===== src/rtl/nucore_pkg.sv =====
// Shared core definitions: datapath widths, control-field layout and the
// memory/writeback control bundle carried down the pipeline.
package nucore_pkg;

    localparam int unsigned DATA_W    = 32;
    localparam int unsigned REG_W     = 5;

    // ctl_in layout: {branch_eq, branch_ne, regwrite, memread, memwrite, memtoreg}
    localparam int unsigned CTL_W       = 6;
    localparam int unsigned CTL_BEQ_BIT = 5;
    localparam int unsigned CTL_BNE_BIT = 4;

    // Memory/writeback control fields forwarded to MEM, lower bits of ctl_in.
    typedef struct packed {
        logic regwrite;
        logic memread;
        logic memwrite;
        logic memtoreg;
    } mem_ctl_t;

    localparam int unsigned MEM_CTL_W = $bits(mem_ctl_t);

endpackage


===== src/rtl/branch_resolve.sv =====
// Combinational conditional-branch resolver (beq/bne).
// Ports:
//   zero      in   ALU zero flag
//   beq, bne  in   branch-on-equal / branch-on-not-equal controls
//   pc_plus4  in   PC+4 of the branch instruction
//   offset    in   sign-extended word offset
//   taken_c   out  branch condition holds
//   target_c  out  pc_plus4 + offset*4, wrapping at DATA_W bits
module branch_resolve #(
    parameter int unsigned DATA_W = nucore_pkg::DATA_W
) (
    input  logic              zero,
    input  logic              beq,
    input  logic              bne,
    input  logic [DATA_W-1:0] pc_plus4,
    input  logic [DATA_W-1:0] offset,
    output logic              taken_c,
    output logic [DATA_W-1:0] target_c
);

    // Both controls set makes the condition trivially true.
    assign taken_c  = (beq & zero) | (bne & ~zero);

    // Word offset to byte offset; top bits fall off and the sum wraps.
    assign target_c = pc_plus4 + DATA_W'(offset << 2);

endmodule


===== src/rtl/ex_mem_stage.sv =====
// EX/MEM pipeline boundary: captures ALU result and forwarded fields behind
// a valid/ready handshake with a two-slot (main + skid) buffer so that
// in_ready comes straight from a flop, and resolves beq/bne at accept.
// Ports:
//   clk, reset            clock, async active-high reset
//   flush                 squash held entries and the incoming beat
//   in_valid / in_ready   EX-side handshake (in_ready registered)
//   alu_result, alu_zero, store_data, pc_plus4, branch_offset, dest_reg,
//   ctl_in                EX-side payload
//   out_valid / out_ready MEM-side handshake
//   out_result, out_store_data, out_dest_reg, out_ctl  MEM-side payload
//   branch_taken          one-cycle pulse after a taken branch is accepted
//   branch_target         target address, valid with branch_taken
module ex_mem_stage #(
    parameter int unsigned DATA_W = nucore_pkg::DATA_W,
    parameter int unsigned REG_W  = nucore_pkg::REG_W
) (
    input  logic                          clk,
    input  logic                          reset,
    input  logic                          flush,
    input  logic                          in_valid,
    output logic                          in_ready,
    input  logic [DATA_W-1:0]             alu_result,
    input  logic                          alu_zero,
    input  logic [DATA_W-1:0]             store_data,
    input  logic [DATA_W-1:0]             pc_plus4,
    input  logic [DATA_W-1:0]             branch_offset,
    input  logic [REG_W-1:0]              dest_reg,
    input  logic [nucore_pkg::CTL_W-1:0]  ctl_in,
    output logic                          out_valid,
    input  logic                          out_ready,
    output logic [DATA_W-1:0]             out_result,
    output logic [DATA_W-1:0]             out_store_data,
    output logic [REG_W-1:0]              out_dest_reg,
    output logic [nucore_pkg::MEM_CTL_W-1:0] out_ctl,
    output logic                          branch_taken,
    output logic [DATA_W-1:0]             branch_target
);

    import nucore_pkg::*;

    // Main slot (drives out_*) and skid slot.
    logic              main_valid;
    mem_ctl_t          main_ctl;
    logic              skid_valid;
    logic [DATA_W-1:0] skid_result;
    logic [DATA_W-1:0] skid_store_data;
    logic [REG_W-1:0]  skid_dest_reg;
    mem_ctl_t          skid_ctl;
    logic              in_ready_q;

    logic              accept_c;
    logic              drain_c;
    logic              main_free_c;
    logic              taken_c;
    logic [DATA_W-1:0] target_c;
    mem_ctl_t          in_ctl_c;

    assign in_ctl_c    = mem_ctl_t'(ctl_in[MEM_CTL_W-1:0]);
    assign accept_c    = in_valid & in_ready_q & ~flush;
    assign drain_c     = main_valid & out_ready;
    // Main can take a new entry this edge if empty or being consumed.
    assign main_free_c = ~main_valid | drain_c;

    branch_resolve #(
        .DATA_W (DATA_W)
    ) u_branch_resolve (
        .zero     (alu_zero),
        .beq      (ctl_in[CTL_BEQ_BIT]),
        .bne      (ctl_in[CTL_BNE_BIT]),
        .pc_plus4 (pc_plus4),
        .offset   (branch_offset),
        .taken_c  (taken_c),
        .target_c (target_c)
    );

    // Branch pulse: only beats actually accepted can produce it, so a beat
    // presented during flush never pulses; a pulse already registered still shows.
    always_ff @(posedge clk or posedge reset) begin
        if (reset) begin
            branch_taken  <= 1'b0;
            branch_target <= '0;
        end else begin
            branch_taken <= accept_c & taken_c;
            if (accept_c) begin
                branch_target <= target_c;
            end
        end
    end

    // Valid flags and in_ready; in_ready tracks the next skid_valid inverted.
    always_ff @(posedge clk or posedge reset) begin
        if (reset) begin
            main_valid <= 1'b0;
            skid_valid <= 1'b0;
            in_ready_q <= 1'b1;
        end else if (flush) begin
            main_valid <= 1'b0;
            skid_valid <= 1'b0;
            in_ready_q <= 1'b1;
        end else if (main_free_c) begin
            // in_ready is low whenever skid holds data, so accept and skid
            // refill cannot coincide here.
            main_valid <= skid_valid | accept_c;
            skid_valid <= 1'b0;
            in_ready_q <= 1'b1;
        end else if (accept_c) begin
            skid_valid <= 1'b1;
            in_ready_q <= 1'b0;
        end
    end

    // Main slot data: refilled from skid first (oldest), else from input.
    always_ff @(posedge clk or posedge reset) begin
        if (reset) begin
            out_result     <= '0;
            out_store_data <= '0;
            out_dest_reg   <= '0;
            main_ctl       <= '0;
        end else if (!flush && main_free_c) begin
            if (skid_valid) begin
                out_result     <= skid_result;
                out_store_data <= skid_store_data;
                out_dest_reg   <= skid_dest_reg;
                main_ctl       <= skid_ctl;
            end else if (accept_c) begin
                out_result     <= alu_result;
                out_store_data <= store_data;
                out_dest_reg   <= dest_reg;
                main_ctl       <= in_ctl_c;
            end
        end
    end

    // Skid slot data: loads only when an accept finds main held.
    always_ff @(posedge clk or posedge reset) begin
        if (reset) begin
            skid_result     <= '0;
            skid_store_data <= '0;
            skid_dest_reg   <= '0;
            skid_ctl        <= '0;
        end else if (accept_c && !main_free_c) begin
            skid_result     <= alu_result;
            skid_store_data <= store_data;
            skid_dest_reg   <= dest_reg;
            skid_ctl        <= in_ctl_c;
        end
    end

    assign out_valid = main_valid;
    assign out_ctl   = main_ctl;
    assign in_ready  = in_ready_q;

endmodule


===== config.mk =====
export PLATFORM = sky130hd
export DESIGN_NAME = ex_mem_stage
export DESIGN_NICKNAME = d
export VERILOG_FILES = /design/src/rtl/nucore_pkg.sv /design/src/rtl/branch_resolve.sv /design/src/rtl/ex_mem_stage.sv
export SDC_FILE = /design/constraint.sdc
export NUM_CORES = 1
export LEC_CHECK = 0
export ABC_AREA = 1
export CAP_MARGIN = 20
export CORE_ASPECT_RATIO = 1.1
export CORE_MARGIN = 10
export CORE_UTILIZATION = 50
export DETAILED_ROUTE_END_ITERATION = 16
export HOLD_SLACK_MARGIN = 0.08
export PLACE_DENSITY = 0.89
export SLEW_MARGIN = 25
export SYNTH_ARGS = -nofsm -noshare
export SYNTH_HDL_FRONTEND = slang
export SYNTH_HIERARCHICAL = 1
export SYNTH_SLANG_ARGS = --single-unit

===== constraint.sdc =====
create_clock -name clk -period 8.5 [get_ports clk]
set_input_delay 1.7 -clock clk [delete_from_list [all_inputs] [get_ports clk]]
set_output_delay 1.7 -clock clk [all_outputs]
set_load 0.02 [all_outputs]

# Word-level counts from Yosys, hierarchy flattened
# Index checks and enable logic that the tools add are counted.
[word_totals]
in_bits = 145
wordCells = 56
reg_bits = 182
out_inout_bits = 108
[classes]
bitwise_logic = 12
addsub = 1
n_reduce_logical = 8
muxes = 16
[ops]
columns = ["op", "n"]
rows = [
  ["32-bit two-way mux", 4],
  ["32-bit adder", 1],
  ["5-bit two-way mux", 2],
  ["1-bit two-way mux", 8],
  ["4-bit two-way mux", 2],
  ["1-bit bitwise AND", 6],
  ["2-bit nonzero test", 2],
  ["1-bit NOT", 3],
  ["1-bit bitwise OR", 3],
  ["3-bit nonzero test", 1],
  ["1-bit logical AND", 2],
  ["1-bit logical NOT", 2],
  ["2-bit AND reduction", 1],
]

# Depth between registers and ports, before layout
# Gate-level depths: netlist of the first run.
[depth]
word_depth = 5
depth_mapped = 14
mapped_depth_nobuf = 14

# Hierarchy
# Netlist of the first run, hierarchy kept.
[modules_own_cells]
columns = ["mod", "n_inst", "seq_area_each_um2", "area_each_um2", "cells_each"]
rows = [
  ["ex_mem_stage", 1, 4555.6, 8046.5, 1023],
  ["branch_resolve", 1, 0.0, 2257.2, 449],
]

# Least setup slack after synthesis of the first run
# No wires, ideal clock.
[synth_path]
path_kind = "input to register"
from = "input port branch_offset[0]"
to = "register branch_target[16]"
path_stages = 13
path_slack_ns = 5.326
path_buffers = 0
arrival_time_ns = 3.057
required_time_ns = 8.383
setup_ns = 0.117
path_cell_list = "ha_1 -> inv_1 -> fa_1 -> inv_1 -> nand3_1 -> nand3_1 -> nand2_1 -> a21oi_1 -> nor2_1 -> nand2_1 -> nand2_1 -> nand2_1 -> nand2_1"
[synth_via]
elab_chain_len = 1
[synth_rtl]
columns = ["item", "line", "text"]
rows = [
  ["from (decl)", "ex_mem_stage.sv:27", "input logic [DATA_W-1:0] branch_offset,"],
  ["32-bit adder", "branch_resolve.sv:25", "assign target_c = pc_plus4 + DATA_W'(offset << 2);"],
  ["via target_c[16]", "ex_mem_stage.sv:56", "logic [DATA_W-1:0] target_c;"],
  ["to (signal assigned)", "ex_mem_stage.sv:86", "branch_target <= target_c;"],
  ["to (decl)", "ex_mem_stage.sv:37", "output logic [DATA_W-1:0] branch_target"],
]
# The timed path passes the listed nets, and every way through them passes these cells.
# A chain may end at the register's enable or synchronous reset.

# Worst setup path after layout of the first run
[layout_path]
from = "input port in_valid"
to = "register branch_target[16]"
[layout_via]
elab_chain_len = 2
[layout_rtl]
columns = ["item", "line", "text"]
rows = [
  ["from (decl)", "ex_mem_stage.sv:21", "input logic in_valid,"],
  ["1-bit bitwise AND (2 in a row)", "ex_mem_stage.sv:60", "assign accept_c = in_valid & in_ready_q & ~flush;"],
]
# Every way passes these cells.

==> impl_results.rst, run 1 <==
.. list-table::
   :header-rows: 1

   * - Metric
     - Value
   * - Status
     - completed
   * - Number of buffers and inverters on the critical path
     - 4
   * - Clock tree from TritonCTS
     - done
   * - Final critical-path required period
     - 4.04 ns
   * - Wire length of the first global-routing pass
     - between 50 and 60 mm
   * - Maximum Capacitance Violations
     - 0
   * - Data required, critical path
     - between 8 and 9 ns
   * - Synth unique cells
     - 29
   * - Worst hold path class
     - reg2reg
   * - Global routing met3 resource utilization
     - 6.63%
   * - Area share of the largest cell type after synthesis
     - 44.0%
   * - Wirelength, routed
     - between 30 and 40 mm
   * - Total via count after detailed routing
     - 10.4k
   * - Number of routed nets with antenna violations
     - 0
   * - Netlist area before placement
     - 10300 sq um
   * - Hold Buf Count CTS
     - 0
   * - Biggest area consumer among synthesized cells
     - dfrtp_1
   * - Overflow left after global routing
     - 0
   * - Number of placed instances with taps included
     - 1918
   * - Setup repair after global routing missed its margin
     - false
   * - Setup crit start kind
     - primary input
   * - Most area-consuming cells after synthesis
     - dfrtp_1, nand2_1, nand3_1
   * - Compound-cell area share of the yosys netlist
     - under 10%
   * - Library cell used as clock root buffer
     - clkbuf_16
   * - Resize count post-CTS
     - 0
   * - Final worst path period share
     - between 40% and 50%
   * - Largest net degree at the start of global routing
     - around 110
   * - Final design instance area without fill
     - roughly 13000 sq um
   * - Sequential cell area
     - 4560 sq um
   * - Sinks on Clock Net
     - about 180
   * - Worst slew margin
     - 40.5%
   * - Share of post-route cells with drive strength above 1
     - under 10%
   * - # rows
     - 55
   * - Mux share of post-synthesis cell area
     - less than 1%
   * - Router iterations before antenna repair
     - 5
   * - Power per cell area
     - approximately 210 nW/um^2
   * - Final number of hold-violating endpoints
     - 0
   * - Cell family with the largest share of critical-path delay
     - buffers and inverters
   * - Net total in the final layout
     - 1856
   * - Routability cong.
     - roughly 0.9
   * - Clock Tree Buf Depth
     - 2
   * - Worst path arrival time
     - 4.36 ns
   * - Placed inst area
     - 12800 sq um
   * - Area delta synth->final
     - 30.6%
   * - Wire length per cell after detailed routing
     - 16.7 microns
   * - Placeable Area
     - approximately 20000 sq um
   * - Largest voltage drop on the vdd net
     - 0.139 mV
   * - Critical-path cell with the highest stage delay
     - buf_4
   * - Starting density of the core
     - roughly 50%
   * - P_leak
     - slightly above 7 nW
   * - Count of buffers from port buffering
     - between 200 and 300
   * - Antenna violations before repair
     - 4
   * - Crit path setup slack, layout
     - 4.46 ns
   * - Post-DP HPWL
     - 22.4 mm
   * - Setup Fix Bufs, Post-CTS
     - 0
   * - Xor-xnor portion of the synthesized cell area
     - 1.19%
   * - Busiest layer in global routing
     - met2
   * - Die Wd
     - 157 microns
   * - Largest family of logic cells by synthesized area
     - simple AND/OR/NAND/NOR gates
   * - DRC
     - 0
   * - Setup Skew
     - 0.0101 ns
   * - Vias in the first global route
     - between 10k and 15k
   * - CP peak stage delay
     - 0.66 ns
   * - Combined area of the multi-input logic cells
     - approximately 5000 sq um
   * - Achievable clock frequency
     - 0.248 GHz
   * - CTS buffer count
     - 17
   * - Clk Latency, worst-skew pair
     - between 0.4 and 0.5 ns
   * - Layout fillers
     - between 1.5k and 2k
   * - Setup violations, final
     - 0
   * - Seq/Total Area, Yosys
     - between 40% and 50%
   * - Count of non-filler cells in the finished layout
     - 1954
   * - Tightest Pin Transition
     - around 0.9 ns
   * - Setup WS pre-CTS
     - 4.08 ns
   * - Top cell by count, worst path
     - nand2_1
   * - Total negative setup slack
     - 0 ns
   * - Kind of capture point of the worst setup path
     - flip-flop
   * - Synthesized-area fraction occupied by and/or/nand/nor cells
     - between 40% and 50%
   * - Syn Area/Cell
     - 7.00 sq um
   * - GR Layer Usage met2
     - 40.1%
   * - Die extent in y
     - between 150 and 200 microns
   * - Worst-path fanout max
     - 55
   * - Die area
     - 26800 sq um
   * - Overall Global Routing Usage
     - 23.8%
   * - Number of warnings reported in the yosys synthesis log
     - 6
   * - Cell-by-cell listing of the critical path
     - clkdlybuf4s50_1 -> nand2_1 -> nor2_4 -> buf_4 -> buf_4 -> inv_2 -> nand2_1 -> nand2_1
   * - H-tree depth
     - 4
   * - Number of nets in the synthesized netlist
     - about 1.6k
   * - Global Route met1 Usage
     - 28.3%
   * - Number of synthesized register bits
     - 182
   * - Clock transition at the register clock pins on the worst setup and hold paths after CTS
     - 0.08 ns
   * - Category of the most critical setup path
     - in2reg
   * - Synthesized-area fraction occupied by adder cells
     - 3.72%
   * - Top Ports
     - 253
   * - Count of pins over their slew limit
     - 0
   * - Post-synthesis instance total
     - 1472
   * - Util after Layout
     - about two thirds
   * - DR iter-0 viols
     - slightly above 800
   * - Via/cell ratio
     - 5.30
[cells in the final DEF, fill, tap and decap left out, types with 2 or more instances in the layout]
master	instances
nor3_2	3
nand2_2	13
inv_2	6
nor2_1	36
clkinv_8	6
xnor2_1	2
nand3_1	171
clkbuf_16	17
nor2_2	5
a21oi_1	21
diode_2	4
nand3_2	6
o21bai_2	2
nand4_1	5
inv_1	94
xor2_1	12
nand2_1	800
clkdlybuf4s50_1	250
ha_1	29
buf_4	9
o21bai_1	5
dfrtp_1	180
nor2_4	3
inv_8	4
inv_6	4
[cell usage after synthesis, drive strengths merged]
cell type  number
a21o            1
dfstp           1
nor2           44
clkbuf         14
inv           101
dfrtp         181
nor3            3
o21ai           1
nand2         813
nand4           5
o21bai          7
ha             29
xnor2           2
nand3         177
buf            56
xor2           12
mux2            1
fa              1
a21oi          23
[kinds of logic (layout without fill, tap and decap cells)]
family	Yosys count	after routing
DFF	182	182
xor gates and xnor gates	14	14
AOI/OAI and AO/OA	32	32
other	0	4
and+or+nand+nor	1042	1042
muxes	1	1
adders and majority gates	30	30
buffers and inverters	171	393
[cell type report]
class / count / share of cell area (%)
repair buffers: 260 / 19.2
flip-flops and latches: 182 / 33.9
inverters: 101 / 2.87
diodes: 4 / 0.0744
clock inverters: 15 / 1.41
clock buffers: 17 / 3.16
well taps: 256 / 2.38
multi-input cells: 1119 / 37.0
[final timing paths]
path / start / endpoint / slack (ns) / cells past startpoint
setup / recovery: in_valid / branch_target[16]$_DFFE_PP0P_ / 4.46 / 8
hold / removal: out_result[29]$_DFFE_PP0P_ / out_result[29]$_DFFE_PP0P_ / 0.47 / 2
setup reg to reg: in_ready$_DFFE_PP1P_ / branch_target[16]$_DFFE_PP0P_ / 5.64 / 7
hold reg to reg: out_result[29]$_DFFE_PP0P_ / out_result[29]$_DFFE_PP0P_ / 0.47 / 2
max in group asynchronous: reset / out_result[18]$_DFFE_PP0P_ / 5.52 / 3
min in group asynchronous: reset / out_valid$_DFFE_PP0N_ / 1.79 / 2
[per-layer routing]
layer / part of all wire, % / vias up
li1: - / 4962
met1: 39 / 4782
met2: 48 / 540
met3: 10 / 74
met4: 2.6 / 4
met5: 0.083 / -
[power breakdown]
group          total [W]  switching (W)  leakage [nW]  internal (W)
logic           0.000831       0.000476          4.71      0.000355
registers        0.00115       0.000105          2.28       0.00105
clock network   0.000814       0.000411         0.295      0.000403
total            0.00280       0.000992          7.28       0.00181
[through the flow]
stage | power [W] | hold slack, ns
finish | 0.00280 | 0.473
global route | 0.00294 | 0.488
floorplan | 0.00161 | 0.442
global placement | 0.00196 | 0.452
detailed placement | 0.00200 | 0.457
CTS | 0.00281 | 0.475
[worst reg2reg max path, delay by kind of cell (launching register included)]
| family | cells | cell delay [ns] |
|---|---|---|
| flops | 1 | 0.55 |
| buf+inv | 3 | 1.68 |
| simple gates | 4 | 0.53 |
Note: power is estimated with default switching activity, not from simulation.
==> run 2: changes to the inputs <==
- clock period: 8.5 -> 3.9 ns (I/O delays scaled with it)
==> run 2 against run 1 <==
Compared with the run above: total power is 120% higher; via count shrank 0.45%; combinational power up 120%; utilization rose by 0.32 points; critical path depth grew 6; global-route usage shrank 0.066 points; register-to-register slack got worse by 4.0 ns; cell count unchanged; setup slack lost 3.1 ns; sequential power increased by 120%; first-iteration DRC count increased by 1.7%; critical path type unchanged.
==> impl_results.rst, run 2 (synthesis gave the netlist of run 1 again) <==
.. list-table::
   :header-rows: 1

   * - Metric
     - Value
   * - Status
     - completed
   * - Setup violations, final
     - 0
   * - Worst hold path class
     - reg2reg
   * - Worst-path fanout max
     - 4
   * - Overall Global Routing Usage
     - 23.7%
   * - Power share of the combinational group
     - 29.8%
   * - Setup Skew
     - 0.00978 ns
   * - Wire length per cell after detailed routing
     - between 15 and 20 microns
   * - Internal reg-to-reg setup slack
     - 1.63 ns
   * - Setup crit start kind
     - primary input
   * - CTS buffer count
     - 17
   * - Area delta synth->final
     - 31.2%
   * - Tightest Pin Transition
     - 0.882 ns
   * - Router iterations before antenna repair
     - 6
   * - Resize count post-CTS
     - 0
   * - Final worst path period share
     - 66.2%
   * - Top Ports
     - 253
   * - Number of placed instances with taps included
     - 1921
   * - Total negative setup slack
     - 0 ns
   * - Internal Pwr Total
     - between 0.004 and 0.005 W
   * - Leading cell types in the layout, fill and taps excluded
     - nand2_1, clkdlybuf4s50_1, dfrtp_1
   * - Number of routed nets with antenna violations
     - 0
   * - Setup repair after global routing missed its margin
     - false
   * - # rows
     - 55
   * - Worst slew margin
     - a little over 40%
   * - Maximum Capacitance Violations
     - 0
   * - Switching Share
     - 34.5%
   * - Net total in the final layout
     - 1859
   * - Power share of the clock group
     - 29.1%
   * - Power share of the sequential group
     - between 40 and 50%
   * - Category of the most critical setup path
     - in2reg
   * - Sequential cell area
     - 4560 sq um
   * - Vias in the first global route
     - 10.2k
   * - Kind of capture point of the worst setup path
     - flip-flop
   * - Overflow left after global routing
     - 0
   * - Post-DP HPWL
     - approximately 22 mm
   * - Layout fillers
     - 1696
   * - Clk Latency, worst-skew pair
     - 0.43 ns
   * - Hold Buf Count CTS
     - 0
   * - Power per cell area
     - 453 nW/um^2
   * - Routability cong.
     - 0.902
   * - Clock tree from TritonCTS
     - done
   * - Wire length of the first global-routing pass
     - 51.2 mm
   * - Count of pins over their slew limit
     - 0
   * - Antenna violations before repair
     - 5
   * - P_leak
     - around 7.3 nW
   * - Placeable Area
     - just over 20000 sq um
   * - Worst path arrival time
     - 2.91 ns
   * - Combined area of the multi-input logic cells
     - 4980 sq um
   * - Commonest non-fill, non-tap cell in the layout
     - nand2_1
   * - Largest voltage drop on the vdd net
     - 0.274 mV
   * - Starting density of the core
     - roughly half
   * - Final critical-path required period
     - 2.58 ns
   * - Clock Tree Buf Depth
     - 2
   * - Die Wd
     - 157 microns
   * - DRC
     - 0
   * - Clock transition at the register clock pins on the worst setup and hold paths after CTS
     - 0.08 ns
   * - Data required, critical path
     - 4.22 ns
   * - Wirelength, routed
     - 32.1 mm
   * - Via/cell ratio
     - 5.28
   * - Sinks on Clock Net
     - 182
   * - Setup Fix Bufs, Post-CTS
     - 0
   * - Count of non-filler cells in the finished layout
     - slightly below 2k
   * - Largest net degree at the start of global routing
     - 75
   * - DR iter-0 viols
     - 839
   * - Die extent in y
     - 171 microns
   * - Final number of hold-violating endpoints
     - 0
   * - Die area
     - 26800 sq um
   * - Share of post-route cells with drive strength above 1
     - 5.24%
   * - Count of buffers from port buffering
     - 250
   * - H-tree depth
     - 4
   * - Total via count after detailed routing
     - 10.3k
   * - Achievable clock frequency
     - 0.387 GHz
   * - Library cell used as clock root buffer
     - clkbuf_16
   * - Psw
     - 0.00211 W
-- run 2: changes by cell type in the layout (fill, tap and decap cells not counted), sizes merged --
cell / before / now
clkbuf: 17 / 18
buf: 10 / 13
clkinvlp: 1 / 2
inv: 109 / 106
diode: 4 / 1
bufinv: 0 / 1
-- run 2: power by group through the flow --
stage / clock (W) / sequential [W] / combinational [W]
global route: 0.00189 / 0.00256 / 0.00200
global placement: 0 / 0.00252 / 0.00177
finish: 0.00178 / 0.00251 / 0.00182
floorplan: 0 / 0.00276 / 0.000751
CTS: 0.00181 / 0.00251 / 0.00184
detailed placement: 0 / 0.00254 / 0.00182
-- run 2: layout make-up --
class	instances	share of cell area (%)
Antenna cell	1	0.0185
Clock buffer	18	3.25
Clock inverter	14	1.37
Inverter	101	2.83
Multi-Input combinational cell	1119	36.8
Sequential cell	182	33.7
Tap cell	256	2.37
Timing Repair Buffer	263	19.6
-- run 2: worst max-delay path: stages --
cell	delay (ns)
clkdlybuf4s50_1	0.47
ha_1	0.23
inv_1	0.07
fa_1	0.41
inv_1	0.10
nand3_1	0.07
nand3_1	0.18
nand2_1	0.10
a21oi_1	0.21
nor2_1	0.06
nand2_1	0.05
nand2_1	0.05
nand2_1	0.07
nand2_1	0.05
-- run 2: per-layer routing --
| metal | GRT usage [%] | vias to the layer above | share of wire [%] |
|---|---|---|---|
| li1 | - | 4972 | - |
| met2 | 40.3 | 475 | 49 |
| met3 | 7.36 | 78 | 10 |
| met1 | 27.6 | 4782 | 38 |
| met4 | 8.83 | 8 | 2.8 |
| met5 | 0 | - | 0.16 |
-- run 2: stage by stage --
step	util [%]	power, W	hold slack (ns)	setup WS (ns)	area [sq um]
2_1_floorplan	-	0.00351	0.442	0.784	10300
3_3_place_gp	63.1	0.00429	0.452	0.959	12900
3_5_place_dp	63.1	0.00436	0.457	0.891	12900
4_1_cts	66.1	0.00615	0.475	1.33	13500
5_1_grt	66.1	0.00645	0.490	1.12	13500
6_report	66.1	0.00612	0.473	1.32	13500
-- run 2: worst paths after layout --
| path | cells after the start | to | start |
|---|---|---|---|
| worst max-delay path | 14 | branch_target[16]$_DFFE_PP0P_ | branch_offset[0] |
| worst min-delay path | 2 | branch_target[5]$_DFFE_PP0P_ | branch_target[5]$_DFFE_PP0P_ |
| worst max register to register | 6 | out_store_data[24]$_DFFE_PP0P_ | in_ready$_DFFE_PP1P_ |
| worst min register to register | 2 | branch_target[5]$_DFFE_PP0P_ | branch_target[5]$_DFFE_PP0P_ |
| max in group asynchronous | 3 | in_ready$_DFFE_PP1P_ | reset |
| min in group asynchronous | 2 | skid_store_data[20]$_DFFE_PP0P_ | reset |
==> run 3: changes to the inputs <==
- clock period: 3.9 -> 2.5 ns (I/O delays scaled with it)
==> run 3 against run 2 <==
Compared with the run above: sequential cell count stayed put; total power is 54% higher; count of clock-buffer cells in the layout stayed put; critical path type unchanged; critical endpoint is now branch_target[18]$_DFFE_PP0P_.
==> impl_results.rst, run 3 (synthesis gave the netlist of run 1 again) <==
.. list-table::
   :header-rows: 1

   * - Metric
     - Value
   * - Status
     - completed
   * - Worst path arrival time
     - between 2 and 2.5 ns
   * - Critical Path Sink
     - branch_target[18]$_DFFE_PP0P_
   * - DRC
     - 0
   * - Count of buffers from port buffering
     - 250
   * - Highest signal layer in the routed design
     - met5
   * - Critical-path cell with the highest stage delay
     - clkdlybuf4s50_1
   * - Clock Tree Buf Depth
     - 2
   * - Overflow left after global routing
     - 0
   * - Sequential cell area
     - 4560 sq um
   * - CP peak stage delay
     - 0.46 ns
   * - DR iter-0 viols
     - 792
   * - Sum of met3 wire segment lengths after detailed routing
     - 3.34 mm
   * - Clock tree from TritonCTS
     - done
   * - Power share of the sequential group
     - 41.5%
   * - Leading cell types in the layout, fill and taps excluded
     - nand2_1, clkdlybuf4s50_1, dfrtp_1
   * - Final number of hold-violating endpoints
     - 0
   * - H-tree depth
     - 4
   * - Clock transition at the register clock pins on the worst setup and hold paths after CTS
     - 0.07 ns
   * - Hold Buf Count CTS
     - 0
   * - Wire length per cell after detailed routing
     - 16.3 microns
   * - Die Wd
     - 157 microns
   * - Antenna violations before repair
     - 2
   * - Top Ports
     - 253
   * - Final critical-path required period
     - 2.17 ns
   * - Final design instance area without fill
     - 13600 sq um
   * - Vias in the first global route
     - 9966
   * - Number of routed nets with antenna violations
     - 0
   * - Die area
     - 26800 sq um
   * - # rows
     - 55
   * - Achievable clock frequency
     - between 0.4 and 0.5 GHz
   * - Power per cell area
     - ~700 nW/um^2
   * - Via/cell ratio
     - 5.28
   * - Resize count post-CTS
     - 0
   * - Tightest Pin Transition
     - around 0.84 ns
   * - Routability cong.
     - about 0.94
   * - Wl on met1
     - between 10 and 15 mm
   * - Starting density of the core
     - 50.4%
   * - Area delta synth->final
     - 32.0%
   * - Data required, critical path
     - 2.82 ns
   * - Placeable Area
     - between 20000 and 25000 sq um
   * - CTS buffer count
     - 17
   * - Share of post-route cells with drive strength above 1
     - 5.91%
   * - Die extent in y
     - 171 microns
   * - End of the worst register-to-register path
     - skid_store_data[14]$_DFFE_PP0P_
   * - Worst slew margin
     - 44.0%
   * - Total via count after detailed routing
     - 10.4k
   * - Count of pins over their slew limit
     - 0
   * - Kind of capture point of the worst setup path
     - flip-flop
   * - Switching Share
     - 34.9%
   * - Top cell by count, worst path
     - nand2_1
   * - Wirelength, routed
     - 32.0 mm
   * - Placed inst area
     - between 10000 and 15000 sq um
   * - Net total in the final layout
     - 1872
   * - Largest voltage drop on the vdd net
     - 0.458 mV
   * - Logic depth of the worst register-to-register path
     - 5
   * - Setup repair after global routing missed its margin
     - false
   * - Setup crit start kind
     - primary input
   * - P_leak
     - between 7 and 8 nW
   * - Router iterations before antenna repair
     - 7
   * - Combined area of the multi-input logic cells
     - 4980 sq um
   * - Setup Skew
     - about 0.013 ns
   * - Util after Layout
     - 66.5%
   * - Power share of the clock group
     - around 28%
   * - Maximum Capacitance Violations
     - 0
   * - Wire length on met2
     - 15.4 mm
   * - Worst hold path class
     - in2async
   * - Sinks on Clock Net
     - 182
   * - Internal Pwr Total
     - 0.00615 W
   * - Critical R2R Launch
     - in_ready$_DFFE_PP1P_
   * - Setup Fix Bufs, Post-CTS
     - 0
   * - Launch point of the critical path
     - branch_offset[0]
   * - Library cell used as clock root buffer
     - clkbuf_16
   * - Psw
     - 0.00330 W
   * - Power share of the combinational group
     - 30.3%
   * - Overall Global Routing Usage
     - a little under a quarter
   * - Clk Latency, worst-skew pair
     - roughly 0.43 ns
   * - Category of the most critical setup path
     - in2reg
   * - Largest net degree at the start of global routing
     - 94
   * - Commonest non-fill, non-tap cell in the layout
     - nand2_1
   * - Wire length of the first global-routing pass
     - approximately 50 mm
   * - Worst-path fanout max
     - 4
   * - Post-DP HPWL
     - between 20 and 25 mm
   * - Setup violations, final
     - 0
   * - Layout fillers
     - 1680
   * - Internal reg-to-reg setup slack
     - 0.70 ns
   * - Cell-by-cell listing of the critical path
     - clkdlybuf4s50_1 -> ha_1 -> inv_1 -> fa_1 -> inv_1 -> nand3_1 -> nand3_1 -> nand2_1 -> a21oi_1 -> nor2_1 -> nand2_1 -> nand2_1 -> nand2_1 -> nand2_1
   * - Final worst path period share
     - 86.7%
[run 3: per-layer routing]
| metal | vias to the layer above | global-route usage, % |
|---|---|---|
| li1 | 5006 | - |
| met1 | 4779 | 28.2 |
| met2 | 542 | 39.4 |
| met3 | 61 | 6.45 |
| met4 | 4 | 9.03 |
| met5 | - | 0 |
[run 3: final cells by class]
cell class              instances  share of cell area [%]
clock buffers                  18                    3.16
well taps                     256                    2.36
repair buffers                276                    20.4
flip-flops and latches        182                    33.5
clock inverters                14                    1.12
multi-input cells            1119                    36.6
diodes                          1                  0.0184
inverters                     101                    2.82
[run 3: how the worst min path moves through the flow]
stage,to,slack (ns)
finish,skid_result[14]$_DFFE_PP0P_,0.33
global route,skid_result[14]$_DFFE_PP0P_,0.32
CTS,skid_result[14]$_DFFE_PP0P_,0.31
detailed placement,out_store_data[25]$_DFFE_PP0P_,0.46
global placement,skid_result[30]$_DFFE_PP0P_,0.45
floorplan,skid_result[13]$_DFFE_PP0P_,0.44
[run 3: power groups by stage]
stage	registers, W	clock network [W]	logic (W)
after floorplan	0.00430	0	0.00117
after CTS	0.00391	0.00272	0.00289
final	0.00392	0.00266	0.00287
after detailed placement	0.00396	0	0.00287
after global routing	0.00398	0.00285	0.00314
after global placement	0.00392	0	0.00279
[run 3: through the flow]
stage	setup slack, ns	hold slack (ns)	instances	TNS (ns)	total power (W)
2_1_floorplan	-0.336	0.442	1472	-60.77	0.00547
3_3_place_gp	-0.0333	0.453	1934	-0.126	0.00672
3_5_place_dp	-0.0801	0.458	1934	-0.313	0.00683
4_1_cts	0.373	0.314	1966	0	0.00952
5_1_grt	0.172	0.317	1966	0	0.00998
6_report	0.332	0.327	1967	0	0.00945
[run 3: critical path: cells and delay by family]
| kind | cells | cell delay (ns) |
|---|---|---|
| buf+inv | 3 | 0.61 |
| compound gates | 1 | 0.19 |
| fa+ha+maj | 2 | 0.57 |
| simple gates | 8 | 0.62 |
